==> config.mk <==
export PLATFORM = sky130hd
export DESIGN_NAME = cpu
export DESIGN_NICKNAME = d
export VERILOG_FILES = /design/src/rtl/cpu.sv
export SDC_FILE = /design/constraint.sdc
export NUM_CORES = 1
export LEC_CHECK = 0
export CAP_MARGIN = 20
export CORE_UTILIZATION = 69
export DETAILED_ROUTE_END_ITERATION = 8
export PLACE_DENSITY_LB_ADDON = 0.05
export SETUP_SLACK_MARGIN = 0.5
export SYNTH_ARGS = -nofsm -noshare
export SYNTH_HDL_FRONTEND = slang
export SYNTH_HIERARCHICAL = 1
export SYNTH_SLANG_ARGS = --single-unit
==> constraint.sdc <==
create_clock -name clk -period 24.3 [get_ports clk]
set_input_delay 4.86 -clock clk [delete_from_list [all_inputs] [get_ports clk]]
set_output_delay 4.86 -clock clk [all_outputs]
set_load 0.05 [all_outputs]
==> src/rtl/cpu.sv <==
// Minimal 16-bit load/store core: two-cycle fetch/execute sequencer, 16x16 register file.
// Optional multiplier for opcode 0x8 enabled by defining CPU_MUL_EN.

module cpu_regfile (
  input  logic        clk,
  input  logic        rst,
  input  logic [3:0]  a_sel,
  input  logic [3:0]  b_sel,
  input  logic [3:0]  c_sel,
  output logic [15:0] a_data,
  output logic [15:0] b_data,
  output logic [15:0] c_data,
  input  logic        we,
  input  logic [3:0]  w_sel,
  input  logic [15:0] w_data
);
  logic [15:0] registers [0:15];

  // r0 is never written, so it stays at its reset value of zero
  always_ff @(posedge clk or posedge rst) begin
    if (rst) begin
      for (int i = 0; i < 16; i++) registers[i] <= '0;
    end else if (we && w_sel != 4'd0) begin
      registers[w_sel] <= w_data;
    end
  end

  assign a_data = registers[a_sel];
  assign b_data = registers[b_sel];
  assign c_data = registers[c_sel];
endmodule

module cpu (
  input  logic        clk,
  input  logic        rst,
  input  logic [15:0] mem_out,
  output logic        mem_we,
  output logic [14:0] mem_addr,
  output logic [15:0] mem_in
);
  typedef enum logic {FETCH, EXECUTE} state_t;

  localparam logic [3:0] OP_ADD = 4'h0, OP_SUB = 4'h1, OP_AND = 4'h2, OP_OR  = 4'h3,
                         OP_XOR = 4'h4, OP_SHL = 4'h5, OP_SHR = 4'h6, OP_MUL = 4'h8,
                         OP_LUI = 4'hA, OP_LD  = 4'hC, OP_ST  = 4'hD, OP_BEQZ = 4'hE,
                         OP_LI  = 4'hF;

  state_t      state, state_nx;
  logic [15:0] pc, pc_nx, ir;
  logic [15:0] a_data, b_data, c_data, ea, wr_data;
  logic        wr_en, is_mem;

  wire [3:0] op   = ir[15:12];
  wire [3:0] fa   = ir[11:8];
  wire [3:0] fb   = ir[7:4];
  wire [3:0] fc   = ir[3:0];
  wire [7:0] imm8 = ir[7:0];

  cpu_regfile register_file (
    .clk    (clk),
    .rst    (rst),
    .a_sel  (fa),
    .b_sel  (fb),
    .c_sel  (fc),
    .a_data (a_data),
    .b_data (b_data),
    .c_data (c_data),
    .we     (wr_en),
    .w_sel  (fa),
    .w_data (wr_data)
  );

  assign ea       = b_data + {{11{fc[3]}}, fc, 1'b0};
  assign is_mem   = (state == EXECUTE) && (op == OP_LD || op == OP_ST);
  assign mem_addr = is_mem ? ea[15:1] : pc[15:1];
  assign mem_we   = (state == EXECUTE) && (op == OP_ST);
  assign mem_in   = a_data;

  always_ff @(posedge clk or posedge rst) begin
    if (rst) begin
      state <= FETCH;
      pc    <= '0;
      ir    <= '0;
    end else begin
      state <= state_nx;
      pc    <= pc_nx;
      if (state == FETCH) ir <= mem_out;
    end
  end

  always_comb begin
    state_nx = FETCH;
    pc_nx    = pc;
    wr_en    = 1'b0;
    wr_data  = '0;
    if (state == FETCH) begin
      state_nx = EXECUTE;
      pc_nx    = pc + 16'd2;
    end else begin
      // pc already points past this instruction when the branch offset is added
      if (op == OP_BEQZ && a_data == 16'd0)
        pc_nx = pc + {{7{imm8[7]}}, imm8, 1'b0};
      wr_en = 1'b1;
      case (op)
        OP_ADD: wr_data = b_data + c_data;
        OP_SUB: wr_data = b_data - c_data;
        OP_AND: wr_data = b_data & c_data;
        OP_OR:  wr_data = b_data | c_data;
        OP_XOR: wr_data = b_data ^ c_data;
        OP_SHL: wr_data = b_data << c_data[3:0];
        OP_SHR: wr_data = b_data >> c_data[3:0];
`ifdef CPU_MUL_EN
        OP_MUL: wr_data = b_data * c_data;
`endif
        OP_LUI: wr_data = {imm8, a_data[7:0]};
        OP_LD:  wr_data = mem_out;
        OP_LI:  wr_data = {8'h00, imm8};
        default: wr_en = 1'b0;
      endcase
    end
  end
endmodule

* Yosys cells after proc, flatten, opt, wreduce, memory -nomap -nowiden
Cells that the tools add are included.
Word-level totals: flip-flop bits (word level) 289, bits in latches 0, RAM bits 0, memory bits (read-only) 0, input port bits 18, output and inout port bits 32, logic and storage cells 78, memories 0
Cells by class: add/sub/neg operators 5, multiply operators 0, div/mod/pow operators 0, $lt $le $gt $ge 4, eq/ne operators 12, shift operators 2, multiplexer cells 20, bitwise logic cells 6, reductions and logical operators 10
Operators with widths (number):
- bitwise mux 256 bit | 1
- binary-select mux 16 bit (select 4 bit) | 3
- two-way mux 16 bit | 10
- one-hot mux 16 bit (10 select lines) | 1
- demux 16 bit (select 4 bit) | 1
- adder 16 bit | 3
- == test 4 bit (second input constant) | 5
- adder 16 x 2 -> 16 bit (second input constant) | 1
- bitwise AND 16 bit | 1
- logical NOT 16 bit | 1
- bitwise OR 16 bit | 1
- << shifter 16 x 4 -> 16 bit | 1
- right shift 16 x 4 -> 16 bit | 1
- subtractor 16 bit | 1
- bitwise XOR 16 bit | 1
- greater-or-equal comparator 5 bit (second input constant) | 3
- two-way mux 15 bit | 1
- NOT 4 -> 5 bit | 3
- == test 4 x 3 -> 1 bit (second input constant) | 3
- OR reduction 10 bit | 1
- == test 4 x 2 -> 1 bit (second input constant) | 2
- logical AND 1 bit | 5
- < comparator 5 x 1 -> 1 bit (second input constant) | 1
- == test 4 x 1 -> 1 bit (second input constant) | 1
- 5 further kinds | 7

* Longest topological paths before layout
depth in word-level cells 8, depth in mapped cells 25, mapped depth without buffers 18

* Modules after synthesis
Netlist, hierarchy kept.
Modules (own cells, without submodules):
- cpu_regfile | times used 1, cells each 983, area each 15104.5 µm², seq. area each 6406.1 µm²
- cpu | times used 1, cells each 868, area each 6613.8 µm², seq. area each 800.8 µm²

* Worst setup path before layout
OpenSTA, ideal clock, no wires.
kind reg-to-output, from register ir[4], to output port mem_addr[13], arrival 4.247 ns, data required time 19.440 ns, setup slack 15.193 ns, stages on the path, launching flop included 13, buffers on the path 2, cell sequence dfrtp_1 buf_2 buf_2 mux4_2 a22oi_1 nand2_1 ha_1 or3_1 a21o_1 a31o_2 a311oi_1 xor2_1 o21ai_0
Between the ends: cells in the longest elaborated chain, start to end 6
Ends and longest elaborated chain:
- from (decl) | RTL line 49 | logic [15:0] pc, pc_nx, ir;
- from (signal assigned) | RTL line 87 | if (state == FETCH) ir <= mem_out;
- NOT 4 -> 5 bit (not written as such) | RTL line 29 | assign b_data = registers[b_sel];
- binary-select mux 16 bit (select 4 bit) | RTL line 29
- two-way mux 16 bit (not written as such) (2 in series) | RTL line 29
- net b_data[7] | RTL line 50 | logic [15:0] a_data, b_data, c_data, ea, wr_data;
- adder 16 bit | RTL line 73 | assign ea = b_data + {{11{fc[3]}}, fc, 1'b0};
- two-way mux 15 bit | RTL line 75 | assign mem_addr = is_mem ? ea[15:1] : pc[15:1];
- to (decl) | RTL line 38 | output logic [14:0] mem_addr,
The timed path passes the listed nets, and every way through them passes these cells. The select of a mux whose other input is x is not followed.

* Final worst setup path
from register ir[4], to output port mem_addr[11]
The elaborated chain is that of the path after synthesis.

==> flow_metrics.env <==
export IMPL_status="finished with violations"
export IMPL_violations="design-rule violations"
export IMPL_finalHoldViolCount=0
export IMPL_grt_overflow_total=0
export IMPL_initial_core_util_pct=70.6
export IMPL_maxSlewHeadroom_pct=18.5
export IMPL_min_period_ns=11.12
export IMPL_antenna_found_initial=0
export IMPL_rsz0062_at_grt="false"
export IMPL_antenna_cells=0
export IMPL_combPwrFrac_pct=44.1
export IMPL_rows=64
export IMPL_via_per_inst=7.90
export IMPL_final_nets=1933
export IMPL_vdd_ir_drop_worst_mv=0.0736
export IMPL_synth_area_sq_mm=0.0217
export IMPL_ys_seq_area_share_pct=33.2
export IMPL_worstMarginPinSlew_ns=1.22
export IMPL_internal_power_mw=1.27
export IMPL_cellLeakagePower_nw=9.97
export IMPL_critPathRequiredTime_ns=19.44
export IMPL_cts_tree="yes"
export IMPL_ys_types=84
export IMPL_p_seq_share_pct=32.9
export IMPL_synth_edf_count=0
export IMPL_dieHeight_um=179
export IMPL_drt_iter0_drc=2403
export IMPL_crit_arrival_ns=6.26
export IMPL_synthesis_nets=1949
export IMPL_die_area_sq_mm=0.0322
export IMPL_switching_share_pct=39.3
export IMPL_maxCapViolCount=0
export IMPL_synth_seq_cells=288
export IMPL_power_density_mw_per_mm2=88.6
export IMPL_cts_setup_buffers=0
export IMPL_fin_ws_ns=13.18
export IMPL_cts_max_level=1
export IMPL_cts_resized=0
export IMPL_clock_latency_ns=0.61
export IMPL_cts_root_buf="clkbuf_16"
export IMPL_cts_max_path_buffers=3
export IMPL_synthToLayoutAreaGrowth_pct=8.57
export IMPL_pwr_share_clk_pct=23.0
export IMPL_final_common_cell="dfrtp_1"
export IMPL_rr_worst_depth=18
export IMPL_post_place_ws_ns=13.97
export IMPL_hold_depth=0
export IMPL_whs_ns=0.421
export IMPL_clk_pin_slew_ns=0.06
export IMPL_p_sw_uw=822
export IMPL_grt_pass1_vias=17500
export IMPL_cts_sinks=288
export IMPL_fin_crit_sh_pct=45.8
export IMPL_finalSetupTns_ns=0
export IMPL_critical_path_class="reg2out"
export IMPL_synth_cells=1851
export IMPL_drive_above_1_share_pct=33.3
export IMPL_gp_congestion=0.982
export IMPL_cts_hold_buf=0
export IMPL_wl_per_cell_um=32.1
export IMPL_max_freq_ghz=0.0899
export IMPL_wl_um=72400
export IMPL_drc=14
export IMPL_finalSetupViolations=0
export IMPL_skew_ns=0.0359
export IMPL_drv_slew=0
export IMPL_grtUsageTotal_pct=45.5
export IMPL_avgSynthCellArea_sq_um=11.7
export IMPL_vias=17800
export IMPL_grt_max_degree=100
export IMPL_port_buffers=49
export IMPL_final_cell_mix="dfrtp_1 (282), mux2_2 (258), mux4_2 (208)"
export IMPL_dr_pass1_iters=9
export IMPL_num_fill_cells=1874
export IMPL_core_sq_mm=0.0307
export IMPL_hp_class="reg2reg"
export IMPL_synth_main_ff_cell="dfrtp_1"
export IMPL_detailed_place_hpwl_um=46300
export IMPL_crit_fanout=42
export IMPL_cts_buffers=31
export IMPL_grt_pass1_wl_um=109000
export IMPL_ios=50
export IMPL_die_w_um=179
export IMPL_antenna_left=0
export IMPL_end_kind="output pin"
export IMPL_crit_path_start_kind="register"
export IMPL_ys_async_sr_fraction_pct=100
export IMPL_yosysWarnings=6
## synth_stat cells (4+ instances only)
master,instances,area share (%)
mux4_2,208,22
dfrtp_1,288,33
a22o_1,4,0.16
a21o_1,21,0.73
nor2b_1,17,0.49
nand2_1,138,2.4
or3_1,12,0.35
o21ai_0,57,1.3
buf_1,14,0.24
a22oi_1,105,3.6
nor4_1,10,0.29
xnor2_1,25,1.0
buf_2,66,1.5
clkbuf_1,70,1.2
ha_1,77,4.4
a32o_1,4,0.18
mux2_2,258,13
nor3b_1,6,0.21
nor3_1,19,0.44
nand3_1,13,0.30
o21a_1,13,0.45
a31oi_1,12,0.35
o211ai_1,4,0.14
and2_1,14,0.40
mux2i_1,13,0.60
o32ai_1,6,0.24
o21ai_1,4,0.092
o31a_1,4,0.16
xor2_1,15,0.60
nand4_1,5,0.14
a211oi_1,27,0.93
a21oi_1,58,1.3
nand2b_1,13,0.37
and3_1,5,0.14
o22ai_1,14,0.40
nor2_2,6,0.17
buf_4,9,0.31
nor2_1,79,1.4
inv_1,44,0.76
a211o_1,4,0.16
o31ai_1,11,0.38
## critical path, cell delays in order (launching register included)
cell and delay [ns]:
dfrtp_4 0.78, buf_4 0.75, mux4_2 0.61, a22oi_1 0.27, nand2_1 0.46, ha_1 0.53, o21ai_0 0.10, o21bai_1 0.35
a2111oi_0 0.18, o41ai_1 0.49, xnor2_1 0.11, o21ai_0 0.14, clkdlybuf4s50_1 0.82
## path summary, 6_finish.rpt
kind                                         startpoint                      endpoint  slack, ns
setup / recovery                                  ir[4]                  mem_addr[11]      13.18
hold / removal             register_file/registers[252]  register_file/registers[252]       0.42
setup reg to reg                                  ir[0]   register_file/registers[10]      17.68
hold reg to reg            register_file/registers[252]  register_file/registers[252]       0.42
max in group asynchronous                           rst   register_file/registers[88]      18.20
min in group asynchronous                           rst  register_file/registers[203]       4.76
## power groups by stage
| stage | clock, mW | sequential (mW) | combinational [mW] |
|---|---|---|---|
| floorplan | 0 | 0.644 | 0.682 |
| global placement | 0 | 0.672 | 0.861 |
| detailed placement | 0 | 0.685 | 0.885 |
| CTS | 0.481 | 0.679 | 0.893 |
| global route | 0.501 | 0.698 | 0.973 |
| finish | 0.480 | 0.688 | 0.921 |
## metal layers
metal | part of all wire, % | GRT usage [%] | wire, um
met1 | 35 | 59.3 | 25300
met2 | 45 | 67.5 | 32500
met3 | 13 | 13.0 | 9600
met4 | 6.9 | 29.4 | 5010
met5 | 0 | 0.296 | 0
## metrics by stage
stage / instance area, sq um / power, mW / instances / util, %
3_3_place_gp: 22400 / 1.53 / 2187 / 72.8
5_1_grt: 23600 / 2.17 / 2256 / 76.7
6_report: 23600 / 2.09 / 2256 / 76.7
4_1_cts: 23500 / 2.05 / 2249 / 76.4
3_5_place_dp: 22500 / 1.57 / 2191 / 73.1
2_1_floorplan: 21700 / 1.33 / 1851 / -
## cells by family (layout without fill, tap and decap cells)
family / Yosys count / count (layout) / share of synthesized area, %
buffers and inverters: 212 / 221 / 4.41
XOR/XNOR: 40 / 40 / 1.61
AND/OR/NAND/NOR: 361 / 361 / 8.04
AO/OA/AOI/OAI: 389 / 389 / 12.4
flip-flops: 288 / 288 / 33.2
multiplexers: 480 / 480 / 35.6
adder cells (fa/ha/maj): 81 / 81 / 4.76
## sequential cells by signal (all words and copies together), names as in the netlist
signal,count
register_file/registers,256
ir,16
pc,15
state,1
## cell type report
class | instances | area (sq um) | area share, %
Multi-Input combinational cell | 1351 | 13600 | 57.6
Sequential cell | 288 | 7230 | 30.7
Timing Repair Buffer | 115 | 1070 | 4.55
Clock buffer | 43 | 861 | 3.65
Tap cell | 396 | 495 | 2.10
Inverter | 48 | 188 | 0.796
Clock inverter | 15 | 156 | 0.663
No activity file was read; power rests on OpenSTA's default activity.
